**config.mk**
```make
export PLATFORM = sky130hd
export DESIGN_NAME = bus_target_6502
export DESIGN_NICKNAME = d
export VERILOG_FILES = /design/src/rtl/bus6502_pkg.sv /design/src/rtl/phi2_sync.sv /design/src/rtl/bus_target_6502.sv
export SDC_FILE = /design/constraint.sdc
export NUM_CORES = 1
export LEC_CHECK = 0
export BUFFER_PORTS_ARGS = -buffer_cell sky130_fd_sc_hd__buf_4
export CORE_AREA = 2 2 66 68
export DETAILED_ROUTE_END_ITERATION = 8
export DIE_AREA = 0 0 68 70
export PLACE_DENSITY_LB_ADDON = 0.08
export SYNTH_ARGS = -nofsm -noshare
export SYNTH_HDL_FRONTEND = slang
export SYNTH_SLANG_ARGS = --single-unit
```
**constraint.sdc**
```tcl
create_clock -name eclk -period 1.9 [get_ports eclk]
set_input_delay 0 -clock eclk [delete_from_list [all_inputs] [get_ports eclk]]
set_output_delay 0 -clock eclk [all_outputs]
set_load 0.03 [all_outputs]
```
**src/rtl/bus6502_pkg.sv**
```systemverilog
// Shared types for the 6502 bus target: FSM state encoding, bus-cycle record,
// and the address-window decode helper.
package bus6502_pkg;

  typedef enum logic [1:0] {
    IDLE     = 2'd0,
    RD_FETCH = 2'd1,
    RD_DRIVE = 2'd2,
    WR_WAIT  = 2'd3
  } bus_state_t;

  typedef struct packed {
    logic [15:0] addr;
    logic [7:0]  data;
    logic        rw;
  } bus_cycle_t;

  // A 16-bit-wide window shifts the mask to zero, so every address matches.
  function automatic logic addr_in_window(input logic [15:0] addr,
                                          input logic [15:0] base,
                                          input int          addr_bits);
    logic [15:0] mask;
    mask = 16'hFFFF << addr_bits;
    return ((addr ^ base) & mask) == 16'h0000;
  endfunction

endpackage

```
**src/rtl/phi2_sync.sv**
```systemverilog
// Brings the CPU phi2 clock into the eclk domain and turns its edges into
// single-eclk rise/fall pulses.
module phi2_sync #(
  parameter int SYNC_STAGES = 2
) (
  input  logic eclk,
  input  logic ereset_n,
  input  logic clk2,
  output logic rise,
  output logic fall
);

  localparam logic [7:0] SETTLE = 8'(SYNC_STAGES);

  logic [SYNC_STAGES-1:0] sync;
  logic                   prev;
  logic                   armed;
  logic [7:0]             settle;
  logic                   phi2;

  assign phi2 = sync[SYNC_STAGES-1];

  // After reset, wait for the chain to refill and then for phi2 to be seen
  // low, so a cycle already in flight at release never produces an edge.
  always_ff @(posedge eclk) begin
    if (!ereset_n) begin
      sync   <= '0;
      prev   <= 1'b0;
      armed  <= 1'b0;
      settle <= 8'd0;
    end else begin
      sync <= {sync[SYNC_STAGES-2:0], clk2};
      prev <= phi2;
      if (settle != SETTLE) begin
        settle <= settle + 8'd1;
      end else if (!phi2) begin
        armed <= 1'b1;
      end
    end
  end

  assign rise = armed &  phi2 & ~prev;
  assign fall = armed & ~phi2 &  prev;

endmodule

```
**src/rtl/bus_target_6502.sv**
```systemverilog
// Memory-mapped 6502 bus target bridging phi2 bus cycles to a synchronous
// memory port. Optional bus trace outputs are enabled with BUS_TRACE_EN.
module bus_target_6502
  import bus6502_pkg::*;
#(
  parameter logic [15:0] BASE_ADDR   = 16'h0000,
  parameter int          ADDR_BITS   = 12,
  parameter int          SYNC_STAGES = 2
) (
  input  logic                 eclk,
  input  logic                 ereset_n,
  input  logic [15:0]          ab,
  input  logic                 rw,
  input  logic                 clk2,
  input  logic [7:0]           db_i,
  output logic [7:0]           db_o,
  output logic                 db_oe,
  output logic [ADDR_BITS-1:0] mem_addr,
  output logic                 mem_re,
  input  logic [7:0]           mem_rdata,
  output logic                 mem_we,
  output logic [7:0]           mem_wdata,
  output logic                 err
`ifdef BUS_TRACE_EN
  ,
  output logic                 trc_valid,
  output logic [15:0]          trc_addr,
  output logic [7:0]           trc_data,
  output logic                 trc_rw
`endif
);

  logic       rise;
  logic       fall;
  logic       rise_q;
  logic       fall_q;
  logic       in_window;
  bus_state_t state;

  phi2_sync #(
    .SYNC_STAGES(SYNC_STAGES)
  ) u_phi2_sync (
    .eclk    (eclk),
    .ereset_n(ereset_n),
    .clk2    (clk2),
    .rise    (rise),
    .fall    (fall)
  );

  assign rise_q    = rise & ~fall;
  assign fall_q    = fall & ~rise;
  assign in_window = addr_in_window(ab, BASE_ADDR, ADDR_BITS);

  // In RD_FETCH, mem_re still high marks the request cycle; the following
  // cycle is when mem_rdata is valid and gets captured.
  always_ff @(posedge eclk) begin
    if (!ereset_n) begin
      state     <= IDLE;
      db_o      <= 8'h00;
      db_oe     <= 1'b0;
      mem_addr  <= '0;
      mem_re    <= 1'b0;
      mem_we    <= 1'b0;
      mem_wdata <= 8'h00;
      err       <= 1'b0;
    end else begin
      mem_re <= 1'b0;
      mem_we <= 1'b0;
      case (state)
        IDLE: begin
          if (rise_q && in_window) begin
            mem_addr <= ab[ADDR_BITS-1:0];
            if (rw) begin
              state  <= RD_FETCH;
              mem_re <= 1'b1;
            end else begin
              state <= WR_WAIT;
            end
          end
        end
        RD_FETCH: begin
          if (fall_q) begin
            state <= IDLE;
            err   <= 1'b1;
          end else if (!mem_re) begin
            db_o  <= mem_rdata;
            db_oe <= 1'b1;
            state <= RD_DRIVE;
          end
        end
        RD_DRIVE: begin
          if (fall_q) begin
            db_oe <= 1'b0;
            state <= IDLE;
          end
        end
        WR_WAIT: begin
          if (fall_q) begin
            mem_wdata <= db_i;
            mem_we    <= 1'b1;
            state     <= IDLE;
          end
        end
        default: state <= IDLE;
      endcase
    end
  end

`ifdef BUS_TRACE_EN
  logic [15:0] full_addr;
  bus_cycle_t  trc_rec;

  always_ff @(posedge eclk) begin
    if (!ereset_n) begin
      full_addr <= 16'h0000;
      trc_rec   <= '0;
      trc_valid <= 1'b0;
    end else begin
      trc_valid <= 1'b0;
      if (state == IDLE && rise_q && in_window) begin
        full_addr <= ab;
      end
      if (state == RD_DRIVE && fall_q) begin
        trc_rec   <= '{addr: full_addr, data: db_o, rw: 1'b1};
        trc_valid <= 1'b1;
      end
      if (state == WR_WAIT && fall_q) begin
        trc_rec   <= '{addr: full_addr, data: db_i, rw: 1'b0};
        trc_valid <= 1'b1;
      end
    end
  end

  assign trc_addr = trc_rec.addr;
  assign trc_data = trc_rec.data;
  assign trc_rw   = trc_rec.rw;
`endif

endmodule

```
==> summary.txt, run 1 <==
Status
  • Status: finished, final reports clean

Pwr
  • Switching Share: 0.232
  • Reg power frac: 0.513
  • Clock power frac: 0.351
  • Logic pwr share: 0.136
  • PD cells: 714 mW/mm²
  • Switching pwr: 0.469 mW
  • Maximum vdd ir drop: 497 µV
  • Int Pwr: 1.55 mW
  • Final Power: 2.02 mW
  • LEAKAGE: 1.20 nW

Layout
  • Diodes inserted: 0
  • Synth-to-layout area growth: 51.3%
  • Most common cell after layout, fill and taps aside: buf_4
  • Most frequent cells in the layout: buf_4 (72), dfxtp_1 (46), nand2_1 (41)
  • Nets: 339
  • # fillers: 339
  • FF+latch area: 921 µm²
  • Area of the multi-input gates: 878 µm²
  • Layout cells sized above 1: 0.281

Synthesis
  • Sequential-to-total area share from yosys stat: 0.493
  • Flops & latches, synth: 46
  • Mapped Avg Cell Area: 9.12 µm²
  • Mapped Area: 0.00187 mm²
  • Synthesis Warnings: 0
  • Yosys cell types: 34
  • Syn Nets: 243
  • Cells after Synth: 205

Die
  • Die Height: 70 µm
  • Row Count: 24
  • Die width: 68 µm
  • Core region area: 0.00414 mm²
  • Ports: 68
  • Die Area: 0.00476 mm²
  • Initial Utilization: 0.451

Clock network
  • Worst-path clk slew: 0.08 ns
  • Setup Fix Bufs, Post-CTS: 0
  • CTS tree: done
  • Clock sink count: 46
  • Total CTS buffers: 5
  • CTS Hold Bufs: 30
  • CTS Buffer Depth: 2
  • Resized cells post-CTS: 0
  • Clock Latency Late Sink: 0.29 ns
  • # H-tree levels: 2
  • Root Buffer: clkbuf_8

STA
  • Final setup fails: 0
  • Period utilisation layout: 0.905
  • Final Slew Violations: 0
  • RSZ-0062 raised after global routing: false
  • Post-layout min period: 1.72 ns
  • Slew headroom: 0.641
  • Worst setup margin: 0.181 ns
  • Achievable Freq: 0.582 GHz
  • Setup TNS: 0 ns
  • Count of final hold-check violations: 0
  • Worst slew pin tran: 0.536 ns
  • Skew final: 0.00388 ns

Detailed routing
  • Detail Route Antenna Nets: 0
  • Vias: 1710
  • DR WL/cell: 12.0 µm
  • Total wire length: 4.26 mm
  • Drt pass-1 iters: 6
  • Vias/cell: 4.83
  • Starting DRT DRC Count: 106
  • # DRC: 0

GRT
  • Initial antenna violation count: 0
  • Tot GR Track Use: 0.197
  • Global-route wire length before repair: 7.14 mm
  • Largest net degree at the start of global routing: 42
  • Gr ovfl total: 0
  • Vias in the first global route: 1565

Setup path
  • Critical Path Start Type: register
  • Worst Reg-to-Reg Cells: 4
  • Critical path capture point type: register
  • Crit path kind: reg2reg
  • Critical Path AT: 1.91 ns
  • CP required: 2.09 ns
  • Crit Path Max Fanout: 6

Min path
  • Min-Delay Path Class: in2reg
  • Worst hold path cell count: 3

Placement
  • Pre-CTS WS: 0.205 ns
  • Port-buffer cells: 67
  • Routability cong.: 0.691
  • Detailed placement HPWL: 2.55 mm

Flow run
  • Max-cap viol count: 0
-- synth_stat cells --
master    instances  area [µm²]
and2_1            5        31.3
nand2_1          41         154
a21boi_0          8        60.1
o211a_1           1        10.0
nor3b_1           1        7.51
buf_4             1        7.51
a21oi_1           4        20.0
a31oi_1           1        6.26
nor4_1            1        6.26
or3_1             5        31.3
o21ai_0          16        80.1
or4b_4            1        13.8
nand3_1          12        60.1
and3b_1           1        8.76
and3_1            3        18.8
nand3b_1          1        7.51
nor2b_1           2        12.5
dfxtp_1          46         921
inv_1             4        15.0
nor2_1            3        11.3
mux2i_1          20         200
and4b_1           1        10.0
xor2_1            1        8.76
ha_1              2        25.0
a31o_2            1        8.76
nor3b_2           1        12.5
xnor2_1           2        17.5
clkbuf_1         10        37.5
buf_2             2        10.0
or3b_2            1        8.76
nand4_1           1        6.26
nor3_1            3        15.0
o311a_2           1        11.3
o21a_1            2        15.0
-- cell families (layout without fill, tap and decap cells) --
logic type                 Yosys count  after routing  synth area share
and+or+nand+nor                     83             83             0.222
DFF                                 46             46             0.493
AOI/OAI and AO/OA                   34             34             0.113
muxes                               20             20             0.107
buffers and inverters               17            114            0.0375
xor gates and xnor gates             3              3            0.0141
adders and majority gates            2              2            0.0134
-- stage by stage --
step / util / cell area, µm² / std cells / hold WS, ns
floorplan: - / 1870 / 205 / 0.127
global placement: 0.584 / 2420 / 316 / 0.210
detailed placement: 0.584 / 2420 / 316 / 0.212
CTS: 0.683 / 2830 / 354 / 0.130
global route: 0.683 / 2830 / 354 / 0.162
finish: 0.683 / 2830 / 354 / 0.145
-- flip-flops by register name, indices dropped and copies added, names as in the netlist --
register	count
db_o	8
u_phi2_sync.sync	2
db_oe	1
u_phi2_sync.settle	8
mem_wdata	8
u_phi2_sync.armed	1
u_phi2_sync.prev	1
mem_we	1
mem_addr	12
err	1
state	2
mem_re	1
-- worst paths after layout --
path,from,endpoint,slack (ns)
min,ereset_n,mem_addr[3]$_SDFFE_PN0P_,0.14
min reg2reg,u_phi2_sync.sync[0]$_SDFF_PN0_,u_phi2_sync.sync[1]$_SDFF_PN0_,0.44
max reg2reg,u_phi2_sync.settle[1]$_SDFFE_PN0P_,u_phi2_sync.settle[0]$_SDFFE_PN0P_,0.18
max,u_phi2_sync.settle[1]$_SDFFE_PN0P_,u_phi2_sync.settle[0]$_SDFFE_PN0P_,0.18
-- power by group through the flow --
| stage | clock (mW) | sequential (mW) | combinational [mW] |
|---|---|---|---|
| after global routing | 0.778 | 1.04 | 0.309 |
| final | 0.708 | 1.04 | 0.275 |
| after floorplan | 0 | 1.05 | 0.137 |
| after CTS | 0.732 | 1.03 | 0.274 |
| after detailed placement | 0 | 1.06 | 0.224 |
| after global placement | 0 | 1.05 | 0.220 |
-- cell type report --
class	count	area share
Multi-Input combinational cell	142	0.310
Tap cell	52	0.0230
Clock inverter	3	0.0142
Sequential cell	46	0.326
Timing Repair Buffer	102	0.297
Clock buffer	5	0.0243
Inverter	4	0.00531
-- critical path, cell delays in order, from the launching register on --
cell and delay (ns):
dfxtp_1 0.43, ha_1 0.17, or4b_4 0.49, or3_1 0.35, and3_1 0.17
-- per-layer routing --
metal  GRT usage  vias up  routed length, µm
li1            -      891                  -
met1       0.251      772               2000
met2       0.306       43               2000
met3      0.0725        4                223
met4      0.0600        0                 38
met5           0        -                  0
(Power assumes the default switching activity.)
==> run 2, diff against run 1 <==
--- a/config.mk
+++ b/config.mk
@@ -5,7 +5,7 @@
 export SDC_FILE = /design/constraint.sdc
 export NUM_CORES = 1
 export LEC_CHECK = 0
-export BUFFER_PORTS_ARGS = -buffer_cell sky130_fd_sc_hd__buf_4
+export BUFFER_PORTS_ARGS = -buffer_cell sky130_fd_sc_hd__buf_2
 export CORE_AREA = 2 2 66 68
 export DETAILED_ROUTE_END_ITERATION = 8
 export DIE_AREA = 0 0 68 70
==> constraint.sdc (replaced) <==
create_clock -name eclk -period 1.7 [get_ports eclk]
set_input_delay 0 -clock eclk [delete_from_list [all_inputs] [get_ports eclk]]
set_output_delay 0 -clock eclk [all_outputs]
set_load 0.03 [all_outputs]
==> summary.txt, run 2 (synthesized netlist as in run 1, its figures left out) <==
Status
  • Status: finished, final reports clean

Setup path
  • Critical path launch point: u_phi2_sync.settle[0]$_SDFFE_PN0P_
  • Critical Path AT: 1.79 ns
  • Crit path kind: reg2reg
  • CP required: 1.89 ns
  • Critical path capture point type: register
  • Critical Path Start Type: register
  • Crit Path Max Fanout: 6
  • Origin of the critical flop-to-flop path: u_phi2_sync.settle[0]$_SDFFE_PN0P_
  • Worst Reg-to-Reg Cells: 5

Die
  • Die Height: 70 µm
  • Initial Utilization: 0.451
  • Ports: 68
  • Die Area: 0.00476 mm²
  • Row Count: 24
  • Die width: 68 µm
  • Core region area: 0.00414 mm²

STA
  • Count of final hold-check violations: 0
  • Final Slew Violations: 0
  • Achievable Freq: 0.625 GHz
  • WHS: 0.0171 ns
  • Post-layout min period: 1.60 ns
  • Setup TNS: 0 ns
  • Slew headroom: 0.641
  • Worst slew pin tran: 0.536 ns
  • Final setup fails: 0
  • Period utilisation layout: 0.941
  • Skew final: 0.00446 ns
  • RSZ-0062 raised after global routing: false

GRT
  • Global-route wire length before repair: 7.07 mm
  • Vias in the first global route: 1608
  • M1 GR Usage: 0.245
  • Largest net degree at the start of global routing: 42
  • Met2 Use GR: 0.298
  • Tot GR Track Use: 0.192
  • GR Layer Usage met3: 0.0483
  • Initial antenna violation count: 0
  • Gr ovfl total: 0
  • GR peak layer: met2

Layout
  • Max reg flops: 12
  • Most flop-heavy register: mem_addr
  • Most common cell after layout, fill and taps aside: buf_2
  • Layout cells sized above 1: 0.284
  • Most frequent cells in the layout: buf_2 (67), dfxtp_1 (46), nand2_1 (41)
  • Synth-to-layout area growth: 42.2%
  • Nets: 342
  • Diodes inserted: 0

Clock network
  • Clock sink count: 46
  • Worst-path clk slew: 0.08 ns
  • CTS Buffer Depth: 2
  • Clock Latency Late Sink: 0.29 ns
  • Root Buffer: clkbuf_8
  • Total CTS buffers: 5
  • CTS tree: done
  • Resized cells post-CTS: 0
  • # H-tree levels: 2

Pwr
  • LEAKAGE: 1.18 nW
  • PD cells: 795 mW/mm²
  • Maximum vdd ir drop: 585 µV

Detailed routing
  • DR WL/cell: 11.8 µm
  • Drt pass-1 iters: 4
  • Total wire length: 4.20 mm
  • Detail Route Antenna Nets: 0
  • Starting DRT DRC Count: 83
  • Vias: 1723
  • Vias/cell: 4.85
  • # DRC: 0

Placement
  • Port-buffer cells: 67
  • Routability cong.: 0.707
  • Detailed placement HPWL: 2.58 mm

Flow run
  • Max-cap viol count: 0

Min path
  • Worst hold path cell count: 3
  • Hold_sp: ereset_n
  • Min-Delay Path Class: in2reg
## run 2: changes by cell type in the layout (fill, tap and decap cells not counted), sizes merged
cell,previous run,this run
bufinv,1,0
clkinv,2,0
buf,72,75
clkbuf,5,6
## run 2: layout make-up
type	instances	area, µm²
Sequential cell	46	921
Multi-Input combinational cell	142	878
Timing Repair Buffer	105	696
Fill cell	364	1490
Clock buffer	6	82.6
Inverter	4	15.0
Tap cell	52	65.1
## run 2: worst paths after layout
check,end,slack (ns)
max,u_phi2_sync.settle[0]$_SDFFE_PN0P_,0.10
max reg2reg,u_phi2_sync.settle[0]$_SDFFE_PN0P_,0.10
min,mem_addr[2]$_SDFFE_PN0P_,0.02
min reg2reg,u_phi2_sync.sync[1]$_SDFF_PN0_,0.44
## run 2: stage by stage
| step | setup slack, ns | power, mW | instances | cell area (µm²) | utilization |
|---|---|---|---|---|---|
| after global placement | 0.134 | 1.44 | 319 | 2270 | 0.549 |
| after CTS | 0.0936 | 2.14 | 355 | 2660 | 0.641 |
| after global routing | 0.0567 | 2.23 | 355 | 2660 | 0.641 |
| after floorplan | 0.0946 | 1.33 | 205 | 1870 | - |
| final | 0.100 | 2.11 | 355 | 2660 | 0.641 |
| after detailed placement | 0.109 | 1.44 | 319 | 2270 | 0.549 |
## run 2: routing by layer
| metal | up-vias | wire length (µm) |
|---|---|---|
| li1 | 893 | - |
| met2 | 50 | 1980 |
| met4 | 0 | 122 |
| met3 | 12 | 218 |
| met1 | 768 | 1880 |
| met5 | - | 0 |
## run 2: critical path, cell delays in order, from the launching register on
cell and delay (ns):
dfxtp_1 0.31, inv_1 0.05, ha_1 0.13, or4b_4 0.49, or3_1 0.35, and3_1 0.16
## run 2: timing repair
item                                   4_1_cts  5_1_grt
setup buffers                                0        0
endpoints found under the hold margin       31        0
hold buffers                                30        0
## run 2: power by group
| group | total [mW] | switching [mW] | internal (mW) |
|---|---|---|---|
| sequential | 1.14 | 0.0262 | 1.11 |
| combinational | 0.333 | 0.143 | 0.189 |
| clock | 0.641 | 0.327 | 0.314 |
| total | 2.11 | 0.497 | 1.61 |
